File: config.mk
export PLATFORM = sky130hd
export DESIGN_NAME = tmodel_seq
export DESIGN_NICKNAME = d
export VERILOG_FILES = /design/src/rtl/tmodel_seq.sv
export SDC_FILE = /design/constraint.sdc
export NUM_CORES = 1
export LEC_CHECK = 0
export ABC_AREA = 1
export BUFFER_PORTS_ARGS = -buffer_cell sky130_fd_sc_hd__buf_2
export CAP_MARGIN = 20
export CORE_AREA = 2 2 157 159
export CTS_CLUSTER_DIAMETER = 30
export DETAILED_ROUTE_END_ITERATION = 12
export DIE_AREA = 0 0 159 161
export PLACE_DENSITY_LB_ADDON = 0.25
export SYNTH_ARGS = -nofsm -noshare
export SYNTH_HDL_FRONTEND = slang
export SYNTH_SLANG_ARGS = --single-unit
File: constraint.sdc
create_clock -name clk -period 3.2 [get_ports clk]
set_clock_uncertainty 0.05 [all_clocks]
set_input_delay 0.48 -clock clk [delete_from_list [all_inputs] [get_ports clk]]
set_output_delay 0.48 -clock clk [all_outputs]
set_load 0.02 [all_outputs]
File: src/rtl/tmodel_seq.sv
// tmodel_seq: upstream sequencer for the Tmodel stage.
// Takes one word over a valid/ready handshake, holds it on tm_in, steps the
// S1/S2 selects through the four modes, lets each settle for HOLD cycles and
// forwards the sampled tm_out with its mode tag over a second handshake.
// Optional build macro: TMODEL_SEQ_MASK_EN adds a per-word mode_mask input.
module tmodel_seq #(
    parameter int unsigned N    = 98,
    parameter int unsigned HOLD = 10
) (
    input  logic         clk,
    input  logic         rst_n,
    input  logic [N-1:0] in_data,
    input  logic         in_valid,
    output logic         in_ready,
`ifdef TMODEL_SEQ_MASK_EN
    input  logic [3:0]   mode_mask,
`endif
    output logic [N-1:0] tm_in,
    output logic         tm_s1,
    output logic         tm_s2,
    input  logic [N-1:0] tm_out,
    output logic [N-1:0] res_data,
    output logic [1:0]   res_mode,
    output logic         res_valid,
    input  logic         res_ready,
    output logic         busy
);

    localparam int unsigned CW = ($clog2(HOLD + 1) < 1) ? 1 : $clog2(HOLD + 1);

    typedef enum logic [1:0] {
        IDLE    = 2'd0,
        SETTLE  = 2'd1,
        PRESENT = 2'd2
    } state_t;

    state_t          state_q, state_d;
    logic [N-1:0]    tm_in_q, tm_in_d;
    logic [1:0]      mode_q, mode_d;
    logic [CW-1:0]   cnt_q, cnt_d;
    logic [N-1:0]    res_data_q, res_data_d;
    logic [1:0]      res_mode_q, res_mode_d;
    logic            res_valid_q, res_valid_d;

    logic [1:0]      first_mode;
    logic [1:0]      next_mode;
    logic            has_next;

`ifdef TMODEL_SEQ_MASK_EN
    logic [3:0]      mask_q, mask_d;
    logic [3:0]      accept_mask;
    logic            found;

    // Mode selection from the mask: lowest enabled mode at acceptance, next
    // higher enabled mode after each result; an all-zero mask means all modes.
    always_comb begin
        accept_mask = (mode_mask == 4'b0000) ? 4'b1111 : mode_mask;
        first_mode  = '0;
        found       = 1'b0;
        for (int unsigned i = 0; i < 4; i++) begin
            if (accept_mask[i] && !found) begin
                first_mode = 2'(i);
                found      = 1'b1;
            end
        end
        next_mode = mode_q;
        has_next  = 1'b0;
        for (int unsigned i = 0; i < 4; i++) begin
            if (mask_q[i] && (i > {30'd0, mode_q}) && !has_next) begin
                next_mode = 2'(i);
                has_next  = 1'b1;
            end
        end
    end
`else
    // Mode selection without a mask: always modes 0 through 3 in order.
    always_comb begin
        first_mode = '0;
        next_mode  = mode_q + 2'd1;
        has_next   = (mode_q != 2'd3);
    end
`endif

    // Next-state logic for the sequencer FSM and its datapath registers.
    always_comb begin
        state_d     = state_q;
        tm_in_d     = tm_in_q;
        mode_d      = mode_q;
        cnt_d       = cnt_q;
        res_data_d  = res_data_q;
        res_mode_d  = res_mode_q;
        res_valid_d = res_valid_q;
`ifdef TMODEL_SEQ_MASK_EN
        mask_d      = mask_q;
`endif
        unique case (state_q)
            IDLE: begin
                if (in_valid) begin
                    tm_in_d = in_data;
                    mode_d  = first_mode;
                    cnt_d   = '0;
                    state_d = SETTLE;
`ifdef TMODEL_SEQ_MASK_EN
                    mask_d  = accept_mask;
`endif
                end
            end
            SETTLE: begin
                cnt_d = cnt_q + CW'(1);
                if (cnt_q == CW'(HOLD - 1)) begin
                    res_data_d  = tm_out;
                    res_mode_d  = mode_q;
                    res_valid_d = 1'b1;
                    state_d     = PRESENT;
                end
            end
            PRESENT: begin
                if (res_ready) begin
                    res_valid_d = 1'b0;
                    if (has_next) begin
                        mode_d  = next_mode;
                        cnt_d   = '0;
                        state_d = SETTLE;
                    end else begin
                        state_d = IDLE;
                    end
                end
            end
            default: state_d = IDLE;
        endcase
    end

    // State and datapath registers, cleared asynchronously by rst_n.
    always_ff @(posedge clk or negedge rst_n) begin
        if (!rst_n) begin
            state_q     <= IDLE;
            tm_in_q     <= '0;
            mode_q      <= '0;
            cnt_q       <= '0;
            res_data_q  <= '0;
            res_mode_q  <= '0;
            res_valid_q <= 1'b0;
`ifdef TMODEL_SEQ_MASK_EN
            mask_q      <= '1;
`endif
        end else begin
            state_q     <= state_d;
            tm_in_q     <= tm_in_d;
            mode_q      <= mode_d;
            cnt_q       <= cnt_d;
            res_data_q  <= res_data_d;
            res_mode_q  <= res_mode_d;
            res_valid_q <= res_valid_d;
`ifdef TMODEL_SEQ_MASK_EN
            mask_q      <= mask_d;
`endif
        end
    end

    assign in_ready  = (state_q == IDLE);
    assign busy      = (state_q != IDLE);
    assign tm_in     = tm_in_q;
    assign tm_s1     = mode_q[0];
    assign tm_s2     = mode_q[1];
    assign res_data  = res_data_q;
    assign res_mode  = res_mode_q;
    assign res_valid = res_valid_q;

endmodule

# == Word-level counts from Yosys, hierarchy flattened ==
# Cells that the tools add are included.
# word_totals
regBits,207
input_bits,200
out_inout_bits,203
word_cells,44
# op_classes
n_addsub,2
n_eq_ne,8
n_mux,16
reduce_logical,11
# op_table
operator,n
$mux W2,6
$mux W4,3
$pmux W4 S3,1
$ne A2 B2 Y1 const B,5
$reduce_and A4 Y1,2
$pmux W2 S3,1
$reduce_and A3 Y1,2
$reduce_bool A2 Y1,3
$add A4 B1 Y4 const B,1
$eq A4 B4 Y1 const B,1
$pmux W2 S2,1
$reduce_and A2 Y1,2
$mux W1,3
$reduce_bool A3 Y1,1
$add A2 B1 Y2 const B,1
$eq A2 B1 Y1 const B,1
$eq A2 B2 Y1 const B,1
$logic_not A2 Y1,1
$pmux W1 S2,1

# == Logic depth before layout (Yosys ltp) ==
# depth
depth_word,4
depth_mapped,9
ltp_nobuf,8

# == Worst setup path before layout ==
# Ideal clock, no wire load.
# synth_path
path_kind,register -> output
from,register state_q[1]
to,output port busy
arrival_time_ps,1150
t_required_ps,2670
path_slack_ps,1520
stages_incl_launch_ff,5
path_buffers,2
cell_sequence,dfrtp_1 > nor2_2 > buf_2 > buf_2 > inv_1
# synth_via
elab_chain_cells,1
# synth_rtl
element,line_no,rtl
start: declaration,37,"state_t state_q, state_d;"
start signal: assignment,147,state_q <= state_d;
$reduce_bool A2 Y1,161,assign busy = (state_q != IDLE);
end: declaration,26,output logic busy
# No other way between the ends.

# == Worst setup path after layout ==
# Same ends and word-level chain as after synthesis.

==> run_results.csv <==
group,metric,value,unit
sta,hold_viol,0,
layout,layoutNonFillerInstCount,1683,
cts,cts_sinks,207,
floorplanning,ios,403,
sta,setup_tns,0,ps
synth,synth_top_cell_by_area,"dfrtp_1",
sta,worst_pin_slew,825.7,ps
synth,ys_types,19,
pwr,p_leak,6.903,nW
synth,yosysTopAreaCellShare,0.6425,
layout,multiInputGateArea,0.002605,mm^2
layout,final_common_cell,"nand2_1",
cts,cts_resized,0,
run_status,status,"finished clean",
cts,clockRootBuffer,"clkbuf_16",
floorplanning,dieHeight,161,um
drt,vias_per_cell,4.425,
sta,fin_crit,2183,ps
pwr,vdd_ir_drop_max,575.7,uV
worst_setup_path,start_kind,"flop",
cts,ctsHoldBuffers,1,
sta,relSlewSlack,0.4495,
floorplanning,rows,57,
min_path,hold_end,"res_data[68]",
global_route,grt_max_degree,94,
global_route,antenna_found_initial,2,
pwr,powerDensity,1194,mW/mm^2
sta,fmax,0.4581,GHz
placed_design,place_congestion,0.8145,
drt,dr_wl_met2,11.69,mm
sta,setup_viol,0,
synth,synth_area,0.008063,mm^2
sta,maxSlewViolCount,0,
sta,fin_crit_sh,0.6822,
cts,clk_latency,510,ps
synth,ys_seq_elements,207,
pwr,p_sw_frac,0.3815,
layout,final_nets,1525,
drt,drt_iter0_markers,502,
layout,area.sequential,0.005180,mm^2
drt,vias,7447,
synth,ys_seq_area_frac,0.6425,
worst_setup_path,r2r_end,"res_data[45]",
drt,post-route-drc-count,0,
worst_setup_path,critPathCaptureType,"primary output",
drt,met1_length,10.22,mm
worst_setup_path,r2r_start,"cnt_q[1]",
drt,antenna_left,0,
worst_setup_path,critPathArrivalTime,1650,ps
drt,wl,24.79,mm
sta,rsz0062_at_grt,"no",
cts,ctsLongestPathBuffers,3,
drt,routed.top_layer,"met5",
drt,dr.pass1.iters,4,
floorplanning,coreArea,0.02396,mm^2
drt,met3_length,2.320,mm
pwr,seqPwrFrac,0.316,
global_route,grt_pass1_vias,7395,
worst_setup_path,r2r_cells,9,
layout,syn2layout_area_growth,49.30,%
cts,cts_max_level,2,
synth,ys_top_cells_by_area,"dfrtp_1 64%, nand2_1 24%, nand3_1 6.5%",
cts,post_cts_buffers,0,
worst_setup_path,critPathKind,"flop to primary output",
pwr,power_switching,5.483,mW
min_path,holdPathStages,3,
floorplanning,fp.dieArea,0.02560,mm^2
pwr,intPower,8.888,mW
synth,syn_avg_cell_area,8.880,um^2
synth,synth_warnings,0,
worst_setup_path,cp_data_required_time,2670,ps
worst_setup_path,cp_max_fo,22,
layout,fillers,2290,
min_path,holdCritStartpoint,"tm_out[68]",
global_route,overflow,0,
synth,syn_inst,908,
layout,mostFrequentLayoutCells,"515 x nand2_1, 400 x buf_2, 207 x dfrtp_1",
floorplanning,initial_core_util,0.3365,
job,drv_cap,0,
drt,routedWlPerCell,14.73,um
min_path,worstHoldPathType,"input pin to flop",
cts,cts-buffers-inserted,46,
synth,syn_nets,1111,
global_route,grt_pass1_wl,39.63,mm
global_route,grt_use_total,0.1900,
floorplanning,fp.dieW,159,um
placed_design,place_hpwl,17.13,mm
placed_design,dpl.cell_count,1597,
pwr,combPwrFrac,0.346,
layout,fin_util,0.5024,
cts,clk_pin_slew,50,ps
placed_design,io_buffers,402,
layout,drive_gt1_frac,0.3697,
worst_setup_path,reg2reg_setup_slack,1260,ps
pwr,power.share.clock,0.338,
cts,cts_tree,"done",
==> how the worst max path moves through the flow <==
stage	from	to	slack, ps	cells past startpoint
3_3_place_gp	cnt_q[1]	res_data[63]	1300	9
5_1_grt	state_q[1]	busy	900	4
2_1_floorplan	state_q[1]	busy	1520	4
6_report	state_q[1]	busy	1020	4
3_5_place_dp	cnt_q[1]	res_data[51]	1250	9
4_1_cts	state_q[1]	busy	990	4
==> layer usage <==
layer | up-vias | track usage
met5 | - | 0
met4 | 2 | 0.05868
met3 | 43 | 0.06959
met2 | 313 | 0.3075
met1 | 3415 | 0.2389
li1 | 3674 | -
==> synthesized netlist by cell type <==
cell type,n
or2_1,2
inv_2,2
or2_2,1
nand3_1,104
nor2_2,1
buf_4,5
a21oi_1,1
nor2_1,3
buf_1,7
buf_2,33
ha_1,3
nand4_1,3
inv_1,7
clkbuf_1,8
nand2_1,515
dfrtp_1,207
nor2_4,1
nand2_2,2
o21ai_0,3
==> power by group through the flow <==
stage | clock network [mW] | logic (mW) | registers [mW]
detailed placement | 0 | 5.04 | 4.55
floorplan | 0 | 1.53 | 6.07
global placement | 0 | 4.98 | 4.54
finish | 4.85 | 4.98 | 4.54
CTS | 4.95 | 5.05 | 4.55
global route | 5.10 | 5.47 | 4.71
==> flip-flops by register name (all words and copies together), names as in the netlist <==
register / cells
res_valid: 1
res_data: 98
state_q: 2
cnt_q: 4
tm_in: 98
res_mode: 2
mode_q: 2
==> stage by stage <==
step	hold slack (ps)	setup WS, ps	cell area, um^2	total power, mW
2_1_floorplan	134.4	1520	8063	7.600
3_3_place_gp	398.3	1300	10410	9.517
3_5_place_dp	402.9	1247	10410	9.593
4_1_cts	86.93	993.0	12040	14.55
5_1_grt	91.62	900.3	12040	15.28
6_report	105.4	1017	12040	14.37
==> critical path: stages (launching register included) <==
cell and delay [ps]:
dfrtp_1 470, nor2_4 190, buf_4 260, inv_1 60, buf_2 150
==> cell families (layout without fill, tap and decap cells) <==
family / Yosys count / in the layout / share of synthesized area
adder cells (fa/ha/maj): 3 / 3 / 0.004656
AO/OA/AOI/OAI: 4 / 4 / 0.002482
AND/OR/NAND/NOR: 632 / 632 / 0.3141
buffers and inverters: 62 / 512 / 0.03632
flip-flops: 207 / 207 / 0.6425
other: 0 / 1 / 0
==> cell type report <==
| class | instances | share of cell area |
|---|---|---|
| clock inverters | 25 | 0.02983 |
| clock buffers | 59 | 0.1047 |
| flip-flops and latches | 207 | 0.4303 |
| inverters | 9 | 0.002806 |
| multi-input cells | 639 | 0.2164 |
| well taps | 324 | 0.03368 |
| diodes | 1 | 0.0002079 |
| repair buffers | 419 | 0.1821 |
Note: power is estimated with default switching activity, not from simulation.
